### src/rtl/vector_cache_pkg.sv
`default_nettype none
// ---------------------------------------------------------------------------
// vector_cache_pkg : shared beat payload type and opcode encodings
// Rev 1.0
// ---------------------------------------------------------------------------
package vector_cache_pkg;

  localparam logic [1:0] OPC_READ  = 2'd1;
  localparam logic [1:0] OPC_EVICT = 2'd2;

  typedef struct packed {
    logic [1:0] opcode;
    logic [5:0] txn_id;
  } cmd_pld_t;

  typedef struct packed {
    cmd_pld_t    cmd_pld;
    logic [15:0] data;
  } group_data_pld_t;

endpackage
`default_nettype wire

### src/rtl/vec_cache_rdb_grp_arb.sv
`default_nettype none
// ---------------------------------------------------------------------------
// vec_cache_rdb_grp_arb : one group / one class arbiter with multi-push skid
// FIFO, round-robin pointer and registered output. Optional conflict flag
// under VEC_CACHE_RDB_ARB_CONFLICT_CNT_EN.  Rev 1.0
// ---------------------------------------------------------------------------
module vec_cache_rdb_grp_arb
  import vector_cache_pkg::*;
#(
  parameter int CH_PER_GRP = 2,
  parameter int SKID_DEPTH = 2
) (
  input  logic                  clk,
  input  logic                  rst,
  input  logic [CH_PER_GRP-1:0] i_vld,
  input  group_data_pld_t       i_pld [CH_PER_GRP],
  output logic                  o_vld,
  output group_data_pld_t       o_pld,
  output logic                  o_ovf
`ifdef VEC_CACHE_RDB_ARB_CONFLICT_CNT_EN
  , output logic                o_conflict
`endif
);

  localparam int CW = $clog2(SKID_DEPTH + 1);
  localparam int PW = (SKID_DEPTH > 1) ? $clog2(SKID_DEPTH) : 1;
  localparam int RW = (CH_PER_GRP > 1) ? $clog2(CH_PER_GRP) : 1;

  logic [CW-1:0]   r_cnt;
  logic [PW-1:0]   r_rd_ptr;
  logic [PW-1:0]   r_wr_ptr;
  logic [RW-1:0]   r_rr;
  group_data_pld_t r_mem [SKID_DEPTH];
  logic            r_vld;
  group_data_pld_t r_pld;
  logic            r_ovf;

  logic                  w_fifo_ne;
  logic                  w_win_vld;
  group_data_pld_t       w_win_pld;
  logic                  w_drop;
  logic [RW-1:0]         w_rr_nxt;
  logic [CW-1:0]         w_cnt_nxt;
  logic [PW-1:0]         w_rd_ptr_nxt;
  logic [PW-1:0]         w_wr_ptr_nxt;
  logic [SKID_DEPTH-1:0] w_wr_en;
  group_data_pld_t       w_wr_pld [SKID_DEPTH];

  // FIFO head has priority; channel losers are pushed in scan order into the
  // space left after this cycle's pop.
  always_comb begin
    int n_push;
    int free;
    int idx;
    int slot;
    logic [RW-1:0] sel;
    logic [PW-1:0] wsel;
    n_push    = 0;
    idx       = 0;
    slot      = 0;
    sel       = '0;
    wsel      = '0;
    w_drop    = 1'b0;
    w_rr_nxt  = r_rr;
    w_wr_en   = '0;
    for (int s = 0; s < SKID_DEPTH; s++) w_wr_pld[s] = '0;
    w_fifo_ne = (r_cnt != '0);
    w_win_vld = w_fifo_ne;
    w_win_pld = r_mem[r_rd_ptr];
    free      = SKID_DEPTH - int'(r_cnt) + int'(w_fifo_ne);
    for (int i = 0; i < CH_PER_GRP; i++) begin
      idx = int'(r_rr) + i;
      if (idx >= CH_PER_GRP) idx = idx - CH_PER_GRP;
      sel = RW'(idx);
      if (i_vld[sel]) begin
        if (!w_win_vld) begin
          w_win_vld = 1'b1;
          w_win_pld = i_pld[sel];
          w_rr_nxt  = (idx + 1 == CH_PER_GRP) ? '0 : RW'(idx + 1);
        end else if (n_push < free) begin
          slot = int'(r_wr_ptr) + n_push;
          if (slot >= SKID_DEPTH) slot = slot - SKID_DEPTH;
          wsel = PW'(slot);
          w_wr_en[wsel]  = 1'b1;
          w_wr_pld[wsel] = i_pld[sel];
          n_push = n_push + 1;
        end else begin
          w_drop = 1'b1;
        end
      end
    end
    slot = int'(r_wr_ptr) + n_push;
    if (slot >= SKID_DEPTH) slot = slot - SKID_DEPTH;
    w_wr_ptr_nxt = PW'(slot);
    w_rd_ptr_nxt = r_rd_ptr;
    if (w_fifo_ne)
      w_rd_ptr_nxt = (int'(r_rd_ptr) + 1 == SKID_DEPTH) ? '0 : PW'(int'(r_rd_ptr) + 1);
    w_cnt_nxt = CW'(int'(r_cnt) - int'(w_fifo_ne) + n_push);
  end

  always_ff @(posedge clk) begin
    if (rst) begin
      r_cnt    <= '0;
      r_rd_ptr <= '0;
      r_wr_ptr <= '0;
      r_rr     <= '0;
      r_vld    <= 1'b0;
      r_pld    <= '0;
      r_ovf    <= 1'b0;
    end else begin
      r_cnt    <= w_cnt_nxt;
      r_rd_ptr <= w_rd_ptr_nxt;
      r_wr_ptr <= w_wr_ptr_nxt;
      r_rr     <= w_rr_nxt;
      r_vld    <= w_win_vld;
      if (w_win_vld) r_pld <= w_win_pld;
      if (w_drop) r_ovf <= 1'b1;
    end
  end

  // Storage needs no reset: the count is what defines occupancy.
  always_ff @(posedge clk) begin
    for (int s = 0; s < SKID_DEPTH; s++) begin
      if (w_wr_en[s]) r_mem[s] <= w_wr_pld[s];
    end
  end

  assign o_vld = r_vld;
  assign o_pld = r_pld;
  assign o_ovf = r_ovf;

`ifdef VEC_CACHE_RDB_ARB_CONFLICT_CNT_EN
  assign o_conflict = (int'(w_fifo_ne) + $countones(i_vld)) > 1;
`endif

endmodule
`default_nettype wire

### src/rtl/vec_cache_rdb_data_arb.sv
`default_nettype none
// ---------------------------------------------------------------------------
// vec_cache_rdb_data_arb : per-direction channel -> RDB/EVDB lane arbiter.
// Optional collision counter: VEC_CACHE_RDB_ARB_CONFLICT_CNT_EN.  Rev 1.0
// ---------------------------------------------------------------------------
module vec_cache_rdb_data_arb
  import vector_cache_pkg::*;
#(
  parameter int NUM_GRP     = 4,
  parameter int CH_PER_GRP  = 2,
  parameter int SKID_DEPTH  = 2,
  parameter int SPLIT_EVICT = 0
) (
  input  logic                          clk,
  input  logic                          rst,
  input  logic [NUM_GRP*CH_PER_GRP-1:0] i_in_vld,
  input  group_data_pld_t               i_in_pld [NUM_GRP*CH_PER_GRP],
  output logic [NUM_GRP-1:0]            o_rdb_vld,
  output group_data_pld_t               o_rdb_pld [NUM_GRP],
  output logic [NUM_GRP-1:0]            o_evdb_vld,
  output group_data_pld_t               o_evdb_pld [NUM_GRP],
  output logic [NUM_GRP-1:0]            o_ovf_err
`ifdef VEC_CACHE_RDB_ARB_CONFLICT_CNT_EN
  , output logic [15:0]                 o_conflict_cnt
`endif
);

  logic [NUM_GRP-1:0] w_rdb_ovf;
  logic [NUM_GRP-1:0] w_evdb_ovf;
`ifdef VEC_CACHE_RDB_ARB_CONFLICT_CNT_EN
  logic [NUM_GRP-1:0] w_rdb_conf;
  logic [NUM_GRP-1:0] w_evdb_conf;
  logic [15:0]        r_conflict_cnt;
`endif

  for (genvar g = 0; g < NUM_GRP; g++) begin : g_grp
    group_data_pld_t w_ch_pld [CH_PER_GRP];

    for (genvar c = 0; c < CH_PER_GRP; c++) begin : g_ch
      assign w_ch_pld[c] = i_in_pld[g*CH_PER_GRP + c];
    end

    if (SPLIT_EVICT != 0) begin : g_split
      logic [CH_PER_GRP-1:0] w_rd_sel;
      logic [CH_PER_GRP-1:0] w_ev_sel;

      // Opcodes other than read/evict match neither class and vanish here.
      for (genvar c = 0; c < CH_PER_GRP; c++) begin : g_cls
        assign w_rd_sel[c] = i_in_vld[g*CH_PER_GRP + c] &&
                             (w_ch_pld[c].cmd_pld.opcode == OPC_READ);
        assign w_ev_sel[c] = i_in_vld[g*CH_PER_GRP + c] &&
                             (w_ch_pld[c].cmd_pld.opcode == OPC_EVICT);
      end

      vec_cache_rdb_grp_arb #(
        .CH_PER_GRP (CH_PER_GRP),
        .SKID_DEPTH (SKID_DEPTH)
      ) u_rdb_arb (
        .clk   (clk),
        .rst   (rst),
        .i_vld (w_rd_sel),
        .i_pld (w_ch_pld),
        .o_vld (o_rdb_vld[g]),
        .o_pld (o_rdb_pld[g]),
        .o_ovf (w_rdb_ovf[g])
`ifdef VEC_CACHE_RDB_ARB_CONFLICT_CNT_EN
        , .o_conflict (w_rdb_conf[g])
`endif
      );

      vec_cache_rdb_grp_arb #(
        .CH_PER_GRP (CH_PER_GRP),
        .SKID_DEPTH (SKID_DEPTH)
      ) u_evdb_arb (
        .clk   (clk),
        .rst   (rst),
        .i_vld (w_ev_sel),
        .i_pld (w_ch_pld),
        .o_vld (o_evdb_vld[g]),
        .o_pld (o_evdb_pld[g]),
        .o_ovf (w_evdb_ovf[g])
`ifdef VEC_CACHE_RDB_ARB_CONFLICT_CNT_EN
        , .o_conflict (w_evdb_conf[g])
`endif
      );
    end else begin : g_unsplit
      vec_cache_rdb_grp_arb #(
        .CH_PER_GRP (CH_PER_GRP),
        .SKID_DEPTH (SKID_DEPTH)
      ) u_rdb_arb (
        .clk   (clk),
        .rst   (rst),
        .i_vld (i_in_vld[g*CH_PER_GRP +: CH_PER_GRP]),
        .i_pld (w_ch_pld),
        .o_vld (o_rdb_vld[g]),
        .o_pld (o_rdb_pld[g]),
        .o_ovf (w_rdb_ovf[g])
`ifdef VEC_CACHE_RDB_ARB_CONFLICT_CNT_EN
        , .o_conflict (w_rdb_conf[g])
`endif
      );

      assign o_evdb_vld[g] = 1'b0;
      assign o_evdb_pld[g] = '0;
      assign w_evdb_ovf[g] = 1'b0;
`ifdef VEC_CACHE_RDB_ARB_CONFLICT_CNT_EN
      assign w_evdb_conf[g] = 1'b0;
`endif
    end
  end

  assign o_ovf_err = w_rdb_ovf | w_evdb_ovf;

`ifdef VEC_CACHE_RDB_ARB_CONFLICT_CNT_EN
  always_ff @(posedge clk) begin
    if (rst) begin
      r_conflict_cnt <= '0;
    end else if (((|w_rdb_conf) || (|w_evdb_conf)) && (r_conflict_cnt != 16'hFFFF)) begin
      r_conflict_cnt <= r_conflict_cnt + 16'd1;
    end
  end

  assign o_conflict_cnt = r_conflict_cnt;
`endif

endmodule
`default_nettype wire

### config.mk
export PLATFORM = sky130hd
export DESIGN_NAME = vec_cache_rdb_data_arb
export DESIGN_NICKNAME = d
export VERILOG_FILES = /design/src/rtl/vector_cache_pkg.sv /design/src/rtl/vec_cache_rdb_grp_arb.sv /design/src/rtl/vec_cache_rdb_data_arb.sv
export SDC_FILE = /design/constraint.sdc
export NUM_CORES = 1
export LEC_CHECK = 0
export CAP_MARGIN = 40
export CORE_MARGIN = 3
export CORE_UTILIZATION = 30
export DETAILED_ROUTE_END_ITERATION = 10
export GPL_ROUTABILITY_DRIVEN = 0
export SYNTH_ARGS = -nofsm -noshare
export SYNTH_HDL_FRONTEND = slang
export SYNTH_HIERARCHICAL = 1
export SYNTH_SLANG_ARGS = --single-unit
### constraint.sdc
create_clock -name clk -period 4.4 [get_ports clk]
set_input_delay 0.66 -clock clk [delete_from_list [all_inputs] [get_ports clk]]
set_output_delay 0.66 -clock clk [all_outputs]
set_load 0.005 [all_outputs]
==> results.tsv, run 1 <==
metric	value	unit
grt ovf	0	
slew margin rel.	38.6	%
GRT Resource Usage Total	17.3	%
Initial Util	30.5	%
Critical Path AT	4170	ps
Hold Slack	498	ps
Hold-fix buffers, CTS	0	
Max Cap Violations	0	
Critical R2R Capture	g_grp[3].g_unsplit.u_rdb_arb/r_cnt[1]	
Critical R2R Launch	g_grp[3].g_unsplit.u_rdb_arb/r_cnt[1]	
Nets	2582	
fin crit period	3760	ps
Wirelength per Cell	20.1	um
Final Skew	20.2	ps
yosys synthesis warning count	6	
HPWL Detailed	43.6	mm
Post-synth ARST share	0	%
EDFF count, synth	192	
vias in the first global route	18200	
RSZ-0062 raised after global routing	no	
CP Capture Point	g_grp[3].g_unsplit.u_rdb_arb/r_cnt[1]	
Final Cycle Share	85.5	%
Layout area overhead	23.7	%
Die Height	268	um
Worst Max-Slew Pin Slew	919	ps
final hold viol count	0	
CP Launch Type	register	
Worst-Skew Late Latency	560	ps
Core Area	67500	um^2
Top FF cell, synth	edfxtp_1	
most frequent cells in the layout	clkdlybuf4s50_1, nand2_1, edfxtp_1	
Port Buf Inserts	305	
DIE AREA	71700	um^2
drt total wl	65.3	mm
Leakage Power	8.82	nW
fmax	266	MHz
H-tree levels	2	
vias per inst	5.69	
starting DRC count in detailed routing	1649	
Yosys cell types	76	
ratio of cells with drive above 1 in the final layout	15.0	%
status	completed	
largest area contributor in the netlist	edfxtp_1	
Post-Synthesis Cells	2123	
# IOs	406	
CP max FO	22	
sequential area share after synthesis	40.5	%
worst vdd ir	0.000364	V
row count	95	
worst reg-to-reg path cell count	15	
syn_area_per_cell	9.68	um^2
Pwr Total	0.0176	W
Worst Setup SP	g_grp[3].g_unsplit.u_rdb_arb/r_cnt[1]	
# DRC	0	
largest net degree at the start of global routing	77	
post-route setup slack	640	ps
post-CTS setup buffer count	0	
Worst R2R Setup Slack	640	ps
CP Capture Type	register	
synthesized area	20600	um^2
Min-Delay Startpoint	g_grp[2].g_unsplit.u_rdb_arb/r_rd_ptr	
Worst EP required	4810	ps
CTS buffer count	41	
length of the first detailed-routing pass in iterations	6	
clock sinks	320	
first-pass GRT wire length	101	mm
total number of vias	18500	
#FFs+latches synth	320	
critical path type	reg -> reg	
CTS resizes	0	
pre-CTS WS	469	ps
setup violators final	0	
CTS tree	done	
initial antenna violation count	1	
most common cell after layout, fill and taps aside	clkdlybuf4s50_1	
clk slew on worst S/H paths	60	ps
Setup TNS	0	ps
Die Wd	268	um
clk buf depth	3	
post-synth top area share	28.0	%
Routed Antenna Nets	0	
worst hold path type	reg -> reg	
PwrDens	692	nW/um^2
CTS Root Cell	clkbuf_16	
ranking of synthesized cells by area	edfxtp_1, dfxtp_1, a221oi_1	
fin. max-slew vios	0	
-- synth_stat cells (6+ instances only) --
| cell type | number |
|---|---|
| o21ai_0 | 58 |
| a22oi_1 | 58 |
| mux2i_1 | 102 |
| and2_1 | 10 |
| nor2_1 | 105 |
| ha_1 | 32 |
| a21oi_1 | 140 |
| buf_6 | 9 |
| o22a_1 | 6 |
| nand3_1 | 57 |
| dfxtp_1 | 128 |
| mux2_2 | 117 |
| inv_1 | 30 |
| a22o_1 | 21 |
| nand2b_1 | 16 |
| buf_2 | 55 |
| a31oi_1 | 11 |
| a211oi_1 | 23 |
| nor3_2 | 29 |
| o211ai_1 | 6 |
| nor4_2 | 8 |
| clkbuf_1 | 105 |
| a211o_1 | 11 |
| edfxtp_1 | 192 |
| nand2_1 | 220 |
| a222oi_1 | 6 |
| buf_1 | 10 |
| xnor2_1 | 19 |
| a221oi_1 | 185 |
| a31o_2 | 19 |
| nor3_1 | 93 |
| nor2b_1 | 6 |
| buf_4 | 113 |
| nor4_1 | 32 |
-- worst min path at each step --
stage	endpoint	slack (ps)	cells after the start
3_3_place_gp	register	480	2
2_1_floorplan	g_grp[1].g_unsplit.u_rdb_arb/o_ovf	470	2
5_1_grt	register	530	2
4_1_cts	g_grp[2].g_unsplit.u_rdb_arb/r_rd_ptr	510	2
3_5_place_dp	g_grp[2].g_unsplit.u_rdb_arb/r_rd_ptr	490	2
6_report	g_grp[2].g_unsplit.u_rdb_arb/r_rd_ptr	500	2
-- power by group --
part / internal [W] / switching, W
combinational: 0.00375 / 0.00511
clock: 0.00199 / 0.00134
sequential: 0.00479 / 0.000617
total: 0.0105 / 0.00706
-- metal layers --
metal / global-route usage [%] / up-vias / part of all wire, %
met3: 3.19 / 113 / 7.3
li1: - / 8414 / -
met4: 5.47 / 0 / 2.2
met5: 0 / - / 0
met2: 29.5 / 829 / 49
met1: 22.2 / 9163 / 42
-- metrics by stage --
| stage | util [%] | std cells | cell area, um^2 |
|---|---|---|---|
| 4_1_cts | 37.7 | 3254 | 25400 |
| 5_1_grt | 37.7 | 3255 | 25400 |
| 3_3_place_gp | 35.5 | 3168 | 24000 |
| 6_report | 37.7 | 3255 | 25400 |
| 2_1_floorplan | - | 2222 | 20900 |
| 3_5_place_dp | 35.7 | 3178 | 24100 |
-- cells by family (layout without fill, tap and decap cells) --
kind of cell    Yosys count  after routing  share of synthesized area [%]
compound gates          594            594                           21.7
other cells               1            101                         0.0182
fa+ha+maj                32             32                           1.95
simple gates            599            599                           14.3
buf+inv                 331            490                           8.84
mux                     223            223                           11.7
xor+xnor                 23             23                          0.980
flops                   320            320                           40.5
-- state kept, by name (all words and copies together), names as in the netlist, named ones only --
register / flops
g_grp.g_unsplit.u_rdb_arb/r_wr_ptr: 4
g_grp.g_unsplit.u_rdb_arb/r_cnt: 8
g_grp.g_unsplit.u_rdb_arb/o_vld: 4
g_grp.g_unsplit.u_rdb_arb/r_mem: 192
g_grp.g_unsplit.u_rdb_arb/r_rr: 4
g_grp.g_unsplit.u_rdb_arb/o_pld: 96
g_grp.g_unsplit.u_rdb_arb/r_rd_ptr: 4
g_grp.g_unsplit.u_rdb_arb/o_ovf: 4
-- critical path, stage by stage (launching register included) --
cell	delay (ps)
dfxtp_1	340
inv_1	130
ha_1	740
nor2_1	220
a31o_4	380
inv_1	70
buf_4	200
ha_1	250
a22oi_1	250
ha_1	290
inv_1	60
ha_1	150
xnor2_1	150
xnor2_1	180
xnor2_1	160
nor2_1	50
-- cell type report --
| type | count | area, um^2 |
|---|---|---|
| inverters | 38 | 145 |
| flip-flops and latches | 320 | 8340 |
| clock buffers | 62 | 1230 |
| multi-input cells | 1571 | 10900 |
| fillers | 6687 | 42100 |
| repair buffers | 376 | 3660 |
| diodes | 1 | 2.50 |
| clock inverters | 14 | 97.6 |
| well taps | 873 | 1090 |
No activity file was read; power rests on OpenSTA's default activity.
==> run 2: changes to the inputs <==
Settings changed: CELL_PAD_IN_SITES_DETAIL_PLACEMENT set to 1, CELL_PAD_IN_SITES_GLOBAL_PLACEMENT set to 2, PLACE_DENSITY_LB_ADDON set to 0.1.
==> run 2 against run 1 <==
  * Maximum frequency rose by 6.3%
  * Combinational power up 2%
  * Clock power is essentially flat
  * Via count is 1.5% lower
  * Utilization about the same
  * Global-route usage grew 2.4 points
  * Cell count is essentially flat
  * Sequential share of layout area hardly changed
  * Sequential power barely moved
  * Setup slack improved by 220 ps
  * Count of clock-buffer cells in the layout is 5 higher
  * Highest routed layer is now met5
==> results.tsv, run 2 (synthesis results as in run 1) <==
metric	value	unit	change
post-CTS setup buffer count	0		unchanged
Core Area	67500	um^2	unchanged
Worst Max-Slew Pin Slew	864	ps	-55.5 ps
CTS tree	done		
Die Wd	268	um	unchanged
fmax	283	MHz	+6.3%
vias in the first global route	18900		+3.9%
most frequent cells in the layout	clkdlybuf4s50_1, nand2_1, edfxtp_1		
first-pass GRT wire length	112	mm	+11%
worst hold path type	in -> reg		
CTS Root Cell	clkbuf_16		
Routed Antenna Nets	0		unchanged
worst vdd ir	0.000360	V	-0.91%
Worst R2R Setup Slack	860	ps	+220 ps
Port Buf Inserts	305		unchanged
# placed instances	3178		unchanged
setup violators final	0		unchanged
fin util	37.7	%	about the same
length of the first detailed-routing pass in iterations	5		-1
clk buf depth	3		unchanged
vias per inst	5.60		-1.5%
HPWL Detailed	48.2	mm	+11%
# DRC	0		unchanged
# IOs	406		unchanged
Nets	2583		+0.039%
status	completed		
Worst Setup SP	g_grp[2].g_unsplit.u_rdb_arb/r_cnt[0]		
DIE AREA	71700	um^2	unchanged
Top reg by flops	g_grp.g_unsplit.u_rdb_arb/r_mem		
final instance area	25400	um^2	about the same
Cell Area, Placed	24100	um^2	about the same
Cell Count, Final, Fillers Out	3258		+0.092%
clock sinks	320		unchanged
Worst EP required	4820	ps	about the same
most common cell after layout, fill and taps aside	clkdlybuf4s50_1		
PwrDens	700	nW/um^2	+1.2%
CP max FO	18		-18%
Critical Path AT	3960	ps	-210 ps
Final Skew	17.2	ps	-2.93 ps
Die Height	268	um	unchanged
Worst-Skew Late Latency	560	ps	about the same
largest net degree at the start of global routing	66		-14%
drt total wl	73.0	mm	+12%
Layout area overhead	23.7	%	about the same
number of flip-flops in the largest register	192		unchanged
GRT Resource Usage Total	19.7	%	+2.4 points
fin. max-slew vios	0		unchanged
critical path type	reg -> reg		
Final Cycle Share	80.4	%	-5.1 points
CTS buffer count	42		+2.4%
clk slew on worst S/H paths	60	ps	about the same
row count	95		unchanged
H-tree levels	2		unchanged
ratio of cells with drive above 1 in the final layout	14.9	%	-0.055 points
Min-Delay Startpoint	rst		
CP Launch Type	register		
Wirelength per Cell	22.4	um	+12%
Hold Slack	495	ps	-3.29 ps
grt ovf	0		unchanged
Leakage Power	8.81	nW	about the same
Setup TNS	0	ps	unchanged
slew margin rel.	42.4	%	+3.8 points
total number of vias	18200		-1.5%
Critical R2R Launch	g_grp[2].g_unsplit.u_rdb_arb/r_cnt[0]		
fin crit period	3540	ps	-224 ps
CP Capture Type	register		
initial antenna violation count	3		+2
Max Cap Violations	0		unchanged
RSZ-0062 raised after global routing	no		
Hold-fix buffers, CTS	0		unchanged
CTS resizes	0		unchanged
starting DRC count in detailed routing	1107		-33%
Initial Util	30.5	%	unchanged
final hold viol count	0		unchanged
==> run 2: cell types whose count changed in the layout (fill, tap and decap cells not counted), sizes merged <==
| cell | change |
|---|---|
| bufinv | -1 |
| clkbuf | +5 |
| clkinv | +1 |
| clkinvlp | -1 |
| diode | +1 |
| inv | -2 |
==> run 2: worst max-delay path, stage by stage, from the launching register on <==
cell and delay, ps:
dfxtp_1 360, inv_1 100, ha_1 720, nor2_1 210, a31o_4 370, inv_4 190
ha_1 260, a22oi_1 240, ha_1 280, inv_1 60, ha_1 150, xnor2_1 130
xnor2_1 160, xnor2_1 140, nor2_1 50
==> run 2: through the flow <==
step | setup slack [ps] | power (W)
global route | 536 | 0.0191
floorplan | 1060 | 0.0114
global placement | 647 | 0.0143
CTS | 805 | 0.0181
detailed placement | 606 | 0.0146
finish | 863 | 0.0178
==> run 2: final timing paths <==
kind	endpoint	cells after the start
max reg2reg	g_grp[2].g_unsplit.u_rdb_arb/r_cnt[1]	14
max	g_grp[2].g_unsplit.u_rdb_arb/r_cnt[1]	14
min reg2reg	g_grp[2].g_unsplit.u_rdb_arb/r_rd_ptr	2
min	g_grp[1].g_unsplit.u_rdb_arb/o_pld[8]	2
==> run 2: layout make-up <==
class                      count  area (um^2)
fill                        7623        42100
multi-input combinational   1571        10900
sequential                   320         8340
timing repair buffer         376         3660
clock buffer                  67         1270
tap                          873         1090
inverter                      38          145
clock inverter                11         47.5
antenna                        2         5.00
==> run 2: routing by layer <==
metal | part of all wire, % | GRT usage (%)
met5 | 0.016 | 0
met3 | 4.3 | 2.75
met2 | 49 | 34.0
met1 | 45 | 26.3
met4 | 1.4 | 4.13
==> run 2: where the power goes <==
| group | switching (W) | total [W] | internal (W) | leakage (nW) |
|---|---|---|---|---|
| registers | 0.000628 | 0.00542 | 0.00479 | 2.88 |
| logic | 0.00530 | 0.00904 | 0.00374 | 5.29 |
| clock network | 0.00137 | 0.00334 | 0.00197 | 0.646 |
